File: config.mk
export PLATFORM = sky130hd
export DESIGN_NAME = gate_vec_sequencer_flat
export DESIGN_NICKNAME = d
export VERILOG_FILES = /design/src/rtl/gate_vec_sequencer_if.sv /design/src/rtl/gate_vec_sequencer.sv /design/src/flat_wrapper.sv
export SDC_FILE = /design/constraint.sdc
export NUM_CORES = 1
export LEC_CHECK = 0
export CAP_MARGIN = 0
export CORE_MARGIN = 2
export CORE_UTILIZATION = 37
export DETAILED_ROUTE_END_ITERATION = 10
export HOLD_SLACK_MARGIN = 0.08
export SLEW_MARGIN = 20
export SYNTH_ARGS = -nofsm -noshare
export SYNTH_HDL_FRONTEND = slang
export SYNTH_SLANG_ARGS = --single-unit
File: constraint.sdc
create_clock -name clk -period 2.6 [get_ports clk]
set_input_delay 0.52 -clock clk [delete_from_list [all_inputs] [get_ports clk]]
set_output_delay 0.52 -clock clk [all_outputs]
set_load 0.02 [all_outputs]
File: src/rtl/gate_vec_sequencer_if.sv
`default_nettype none
// ============================================================================
//  Module      : gate_vec_sequencer_if
//  Description : Bundle between the bring-up controller / gate datapath
//                (master side) and the gate vector sequencer (slave side).
//                master drives : start, abort, dut_y
//                slave drives  : vec_out, busy, done, pass, aborted,
//                                err_cnt, first_err_vec
//  Revision    : 1.0 - initial release
// ============================================================================
interface gate_vec_sequencer_if;
  logic       start;          // one-cycle sweep request
  logic       abort;          // terminate running sweep
  logic       dut_y;          // datapath output under test
  logic [3:0] vec_out;        // stimulus {a,b,c,d}
  logic       busy;           // not idle
  logic       done;           // one-cycle end-of-sweep pulse
  logic       pass;           // completed sweep with zero mismatches
  logic       aborted;        // last sweep ended via abort
  logic [4:0] err_cnt;        // mismatch count 0..16
  logic [3:0] first_err_vec;  // index of first mismatch

  modport master (
    output start, abort, dut_y,
    input  vec_out, busy, done, pass, aborted, err_cnt, first_err_vec
  );

  modport slave (
    input  start, abort, dut_y,
    output vec_out, busy, done, pass, aborted, err_cnt, first_err_vec
  );
endinterface
`default_nettype wire

File: src/rtl/gate_vec_sequencer.sv
`default_nettype none
// ============================================================================
//  Module      : gate_vec_sequencer
//  Description : Sweeps all 16 {a,b,c,d} combinations into the gate datapath,
//                holding each for HOLD_CYCLES+1 cycles, and compares the
//                sampled dut_y against y = ~(b & c) | d. Reports mismatch
//                count, first failing vector, pass and aborted status.
//  Ports       : clk    - rising-edge clock
//                rst_n  - asynchronous active-low reset
//                bus    - gate_vec_sequencer_if.slave (control + datapath)
//  Revision    : 1.0 - initial release
// ============================================================================
module gate_vec_sequencer #(
  parameter int HOLD_CYCLES = 4   // legal range 1..255
) (
  input  wire logic              clk,
  input  wire logic              rst_n,
  gate_vec_sequencer_if.slave    bus
);

  typedef enum logic [1:0] {
    S_IDLE   = 2'd0,
    S_DRIVE  = 2'd1,
    S_SAMPLE = 2'd2,
    S_DONE   = 2'd3
  } state_t;

  localparam logic [7:0] C_HOLD_LOAD = 8'(HOLD_CYCLES - 1);

  state_t     state_q,     state_d;
  logic [3:0] idx_q,       idx_d;
  logic [7:0] hold_q,      hold_d;
  logic [4:0] err_cnt_q,   err_cnt_d;
  logic [3:0] first_err_q, first_err_d;
  logic       pass_q,      pass_d;
  logic       aborted_q,   aborted_d;

  logic       w_y_exp;
  logic       w_mismatch;

  // Golden function with a=idx[3], b=idx[2], c=idx[1], d=idx[0].
  assign w_y_exp    = ~(idx_q[2] & idx_q[1]) | idx_q[0];
  assign w_mismatch = (bus.dut_y != w_y_exp);

  always_ff @(posedge clk or negedge rst_n) begin
    if (!rst_n) begin
      state_q     <= S_IDLE;
      idx_q       <= 4'd0;
      hold_q      <= 8'd0;
      err_cnt_q   <= 5'd0;
      first_err_q <= 4'd0;
      pass_q      <= 1'b0;
      aborted_q   <= 1'b0;
    end else begin
      state_q     <= state_d;
      idx_q       <= idx_d;
      hold_q      <= hold_d;
      err_cnt_q   <= err_cnt_d;
      first_err_q <= first_err_d;
      pass_q      <= pass_d;
      aborted_q   <= aborted_d;
    end
  end

  always_comb begin
    state_d     = state_q;
    idx_d       = idx_q;
    hold_d      = hold_q;
    err_cnt_d   = err_cnt_q;
    first_err_d = first_err_q;
    pass_d      = pass_q;
    aborted_d   = aborted_q;

    case (state_q)
      S_IDLE: begin
        // start has priority; abort alone does nothing here.
        if (bus.start) begin
          err_cnt_d   = 5'd0;
          first_err_d = 4'd0;
          pass_d      = 1'b0;
          aborted_d   = 1'b0;
          idx_d       = 4'd0;
          hold_d      = C_HOLD_LOAD;
          state_d     = S_DRIVE;
        end
      end

      S_DRIVE: begin
        if (bus.abort) begin
          aborted_d = 1'b1;
          pass_d    = 1'b0;
          state_d   = S_IDLE;
        end else if (hold_q == 8'd0) begin
          state_d = S_SAMPLE;
        end else begin
          hold_d = hold_q - 8'd1;
        end
      end

      S_SAMPLE: begin
        // An abort here discards this cycle's comparison.
        if (bus.abort) begin
          aborted_d = 1'b1;
          pass_d    = 1'b0;
          state_d   = S_IDLE;
        end else begin
          if (w_mismatch) begin
            err_cnt_d = err_cnt_q + 5'd1;
            if (err_cnt_q == 5'd0) begin
              first_err_d = idx_q;
            end
          end
          // Terminate on the last index rather than relying on wrap.
          if (idx_q == 4'd15) begin
            state_d = S_DONE;
          end else begin
            idx_d   = idx_q + 4'd1;
            hold_d  = C_HOLD_LOAD;
            state_d = S_DRIVE;
          end
        end
      end

      S_DONE: begin
        pass_d  = (err_cnt_q == 5'd0);
        state_d = S_IDLE;
      end

      default: begin
        state_d = S_IDLE;
      end
    endcase
  end

  assign bus.vec_out       = (state_q == S_IDLE) ? 4'd0 : idx_q;
  assign bus.busy          = (state_q != S_IDLE);
  assign bus.done          = (state_q == S_DONE);
  assign bus.pass          = pass_q;
  assign bus.aborted       = aborted_q;
  assign bus.err_cnt       = err_cnt_q;
  assign bus.first_err_vec = first_err_q;

endmodule
`default_nettype wire
File: src/flat_wrapper.sv
// flat-port wrapper written by rule: the top's interface ports become plain ports
module gate_vec_sequencer_flat 
#(
  parameter int HOLD_CYCLES = 4                        
)
  (clk, rst_n, bus_start, bus_abort, bus_dut_y, bus_vec_out, bus_busy, bus_done, bus_pass, bus_aborted, bus_err_cnt, bus_first_err_vec);
  gate_vec_sequencer_if bus_i ();
  input  wire logic clk;
  input  wire logic rst_n;
  input wire logic [$bits(bus_i.start)-1:0] bus_start;
  input wire logic [$bits(bus_i.abort)-1:0] bus_abort;
  input wire logic [$bits(bus_i.dut_y)-1:0] bus_dut_y;
  output wire logic [$bits(bus_i.vec_out)-1:0] bus_vec_out;
  output wire logic [$bits(bus_i.busy)-1:0] bus_busy;
  output wire logic [$bits(bus_i.done)-1:0] bus_done;
  output wire logic [$bits(bus_i.pass)-1:0] bus_pass;
  output wire logic [$bits(bus_i.aborted)-1:0] bus_aborted;
  output wire logic [$bits(bus_i.err_cnt)-1:0] bus_err_cnt;
  output wire logic [$bits(bus_i.first_err_vec)-1:0] bus_first_err_vec;
  assign bus_i.start = bus_start;
  assign bus_i.abort = bus_abort;
  assign bus_i.dut_y = bus_dut_y;
  assign bus_vec_out = bus_i.vec_out;
  assign bus_busy = bus_i.busy;
  assign bus_done = bus_i.done;
  assign bus_pass = bus_i.pass;
  assign bus_aborted = bus_i.aborted;
  assign bus_err_cnt = bus_i.err_cnt;
  assign bus_first_err_vec = bus_i.first_err_vec;
  gate_vec_sequencer #(.HOLD_CYCLES(HOLD_CYCLES)) u_core (.clk(clk), .rst_n(rst_n), .bus(bus_i));
endmodule
After elaboration in Yosys (flattened, before gate mapping). Cells that the tools add are included.

$add $sub $neg: 3. Multiplexer cells: 30. Reductions and logical operators: 15. Eq/ne operators: 14. Bitwise gates (word level): 3.

Operators by type and width (number): two-way mux 8 bit (5); two-way mux 4 bit (7); one-hot mux 8 bit (3 select lines) (1); one-hot mux 4 bit (2 select lines) (2); two-way mux 5 bit (3); two-way mux 2 bit (5); != test 2 bit (second input constant) (5); one-hot mux 5 bit (2 select lines) (1); zero test 8 bit (1); one-hot mux 2 bit (4 select lines) (1); AND reduction 4 bit (2); subtractor 8 x 1 -> 8 bit (second input constant) (1); != test 2 x 1 -> 1 bit (second input constant) (3); AND reduction 6 bit (1); nonzero test 2 bit (3); adder 5 x 1 -> 5 bit (second input constant) (1); zero test 5 bit (1); AND reduction 5 bit (1); adder 4 x 1 -> 4 bit (second input constant) (1); equality test 2 bit (second input constant) (2); equality test 4 bit (second input constant) (1); AND reduction 2 bit (2); two-way mux 1 bit (3); != test 3 x 2 -> 1 bit (second input constant) (1); other kinds (11) (11).

Logic and storage cells: 72. Input bits: 5. Register bits after elaboration: 25. Output and inout port bits: 17.

Depth between registers and ports, before layout.
Depth in word-level cells: 7. Depth in mapped cells: 8. Gate-level depth less buffers: 6.

Least setup slack after synthesis. Ideal clock, no wire load.

Kind: reg2reg. Start: register u_core.state_q[0]. End: register u_core.hold_q[4]. Arrival time: 1.978 ns. Required time: 2.520 ns. Cell stages (with the launch flop): 9. Buffers on the path: 2. Setup slack: 0.541 ns. Setup time: 0.080 ns. Period minus slack after synthesis: 2.059 ns. Cells stage by stage: dfrtp_1 > inv_1 > ha_1 > buf_6 > and2_4 > or4_4 > buf_6 > or3_1 > o211ai_2.

Cells in the longest elaborated chain, start to end: 3. Elaborated cells on any way between the ends: 11. Classes of those cells: 7 x eq/ne; 1 x mux; 3 x reduce/logical.

Ends and longest elaborated chain: start, declared (line gate_vec_sequencer.sv:30) `state_t state_q, state_d;`; start signal, assigned (line gate_vec_sequencer.sv:55) `state_q <= state_d;`; equality test 2 bit, or another cell as far along (line gate_vec_sequencer.sv:74) `case (state_q)`; != test 2 bit (no source line) / nonzero test 3 bit (equally long branches); AND reduction 6 bit (no source line); end signal, assigned (line gate_vec_sequencer.sv:57) `hold_q <= hold_d;`; end, declared (line gate_vec_sequencer.sv:32) `logic [7:0] hold_q, hold_d;`.

Parallel ways exist; a longest one is shown, timed or not. A chain may end at the register's enable or synchronous reset.

Worst setup path in the final report.
Start: register u_core.state_q[1]. End: output bus_busy.

Cells in the longest elaborated chain, start to end: 1.

Ends and longest elaborated chain: nonzero test 2 bit (line gate_vec_sequencer.sv:136) `assign bus.busy = (state_q != S_IDLE);`; end, declared (line flat_wrapper.sv:14) `output wire logic [$bits(bus_i.busy)-1:0] bus_busy;`.

No other way between the ends.

==> impl_results.md <==
- Worst Tran Pin Value: 896 ps
- Root buf cell: clkbuf_8
- ANT cells: 0
- Post-CTS Setup Repair Bufs: 0
- Lkg Pwr: 0.876 nW
- # resized after CTS: 0
- Synth top area share: 38.2%
- RSZ-0062 raised after global routing: no
- Placer congestion estimate: 0.830
- Fillcell total: 407
- Drt drc: 0
- Initial core utilization: 38.1%
- Power Dens Cells: 738 nW/um^2
- Slowest CP cell: clkdlybuf4s50_1
- Die width: 70.5 microns
- Max Root-Sink Buffers: 2
- Placed cell count: 248
- Largest stage delay, worst path: 550 ps
- Layout Nets: 215
- Cell count after synthesis: 176
- Port bufs: 21
- Sum of negative setup slack: 0 ps
- TritonRoute pass-1 iters: 4
- Max IR drop VDD: 0.588 mV
- Non-filler instance count after layout: 252
- Clock transition at path regs: 90 ps
- Total GRT Usage: 16.6%
- Largest cells by area after synthesis: dfrtp_1 38%, ha_1 6.9%, a21oi_1 4.3%
- Most frequent cell after synthesis: dfrtp_1
- Clock latency at the later pin of the worst-skew pair: 270 ps
- H-tree Lvls: 1
- P&R area growth vs syn: 20.0%
- Antenna violations before repair: 0
- Clk_skew: 3.82 ps
- CP cell instances: inv_1 -> ha_2 -> inv_1 -> clkdlybuf4s50_1
- DR vias/cell: 5.71
- Post-synth EDFFs: 0
- Aggregate routed wire length: 3800 microns
- Post-Syn Area per Cell: 9.30 sq um
- Slew headroom: 40.0%
- Seq cells post-synth: 25
- Crit path max fanout: 15
- HPWL Detailed: 2820 microns
- Setup violations, final: 0
- Antenna Violating Nets Remaining: 0
- Fmax: 429 MHz
- Worst EP required: 2080 ps
- Ys Warns: 0
- TritonCTS clock tree: yes
- CP endpoint kind: primary output
- Async SR Flop Fraction: 100%
- Core ar.: 4290 sq um
- Largest net degree at the start of global routing: 26
- Max-cap viol count: 0
- Die Span Y: 70.5 microns
- Status: complete, no violations
- Grt ovf: 0
- Final Hold Viols: 0
- First-pass GRT wire length: 6810 microns
- Num Clock Sinks: 25
- Total power: 1.45 mW
- Prevailing post-synth register cell: dfrtp_1
- Mapped Nets: 190
- Sequential fraction of the synthesis area: 38.2%
- Worst EP arrival: 1810 ps
- Core Rows: 24
- Final max-slew violation count: 0
- Final period util: 89.6%
- Netlist cell types: 53
- Cell Area, Synth: 1640 sq um
- Largest area contributor in the netlist: dfrtp_1
- Worst Setup Start Kind: register
- Top post-synthesis cells by count: 25 x dfrtp_1, 17 x nand2_1, 14 x a21oi_1
- Vias: 1439
- Hold-fix buffers, CTS: 0
- TritonCTS buffer count: 3
- Share of cells above drive strength 1: 9.00%
- Die area: 4970 sq um
- WL/cell: 15.1 microns
- Critical path class: register to primary output
- Final min period: 2330 ps
- IO Pins: 22
- Vias in the first global route: 1396
- Min-Delay Path Class: register to register
- Most common cell on crit path: inv_1
- Iter 0 DRT Violations: 121
## critical path, delay by kind of cell (launching register included)
kind | cells | cell delay [ps]
fa+ha+maj | 1 | 350
buf+inv | 3 | 780
flops | 1 | 410
## registers in the layout, summed over array words and instances, names as in the netlist
register,cells
u_core.idx_q,4
u_core.bus.pass,1
u_core.bus.first_err_vec,4
u_core.bus.err_cnt,5
u_core.hold_q,8
u_core.bus.aborted,1
u_core.state_q,2
## routing by layer
metal / part of all wire, % / routed length (microns) / vias up / track usage (%)
met5: 0 / 0 / - / 0
met4: 0.63 / 24 / 0 / 5.13
met3: 3.5 / 133 / 2 / 2.16
met2: 45 / 1710 / 34 / 24.7
met1: 51 / 1930 / 690 / 25.2
li1: - / - / 713 / -
## where the power goes
group	leakage (nW)	internal [mW]	switching [mW]
clock network	0.0228	0.110	0.127
logic	0.520	0.283	0.427
registers	0.334	0.446	0.0554
total	0.876	0.838	0.610
## kinds of logic after synthesis
group	Yosys count	synth area share, %
AND/OR/NAND/NOR	66	23.6
AO/OA/AOI/OAI	54	24.3
flip-flops	25	38.2
buffers and inverters	19	5.28
adder cells (fa/ha/maj)	9	6.88
XOR/XNOR	2	1.07
multiplexers	1	0.612
## final cells by class
| class | instances | area, sq um | area share [%] |
|---|---|---|---|
| Timing Repair Buffer | 27 | 255 | 13.0 |
| Sequential cell | 25 | 626 | 31.9 |
| Tap cell | 52 | 65.1 | 3.31 |
| Inverter | 12 | 45.0 | 2.29 |
| Clock buffer | 4 | 45.0 | 2.29 |
| Multi-Input combinational cell | 132 | 927 | 47.2 |
## cells in the final DEF (no fill, tap or decap), drive strengths merged, types with 3 or more instances in the layout
cell / Yosys / final
buf: 2 / 6
dfrtp: 25 / 25
nand4: 3 / 3
or4: 4 / 4
nand2: 17 / 17
o211ai: 4 / 4
o211a: 3 / 3
nor3: 5 / 5
ha: 9 / 9
o21ai: 7 / 7
and3: 4 / 4
clkbuf: 5 / 4
nor2b: 4 / 4
nand3: 8 / 8
inv: 12 / 12
clkdlybuf4s50: 0 / 21
nor2: 5 / 5
a21oi: 14 / 14
a221o: 6 / 6
## stage by stage
stage               hold WS (ps)  instance area (sq um)  utilization [%]  worst slack (ps)
floorplan                    224                   1640                -               541
global placement             489                   1920             44.6               298
detailed placement           495                   1920             44.6               258
CTS                          523                   1960             45.7               128
global route                 540                   1960             45.7               143
finish                       520                   1960             45.7               271
## final timing paths
check	start	end	slack [ps]	cells past startpoint
min in group asynchronous	rst_n	u_core.bus.err_cnt[2]$_DFFE_PN0P_	610	2
min reg2reg	u_core.hold_q[1]$_DFFE_PN0P_	u_core.hold_q[1]$_DFFE_PN0P_	520	1
min	u_core.hold_q[1]$_DFFE_PN0P_	u_core.hold_q[1]$_DFFE_PN0P_	520	1
max	u_core.state_q[1]$_DFFE_PN0P_	bus_busy	270	4
max reg2reg	u_core.state_q[0]$_DFFE_PN0P_	u_core.hold_q[4]$_DFFE_PN0P_	360	6
max in group asynchronous	rst_n	u_core.bus.pass$_DFFE_PN0P_	1740	2
No activity file was read; power rests on OpenSTA's default activity.
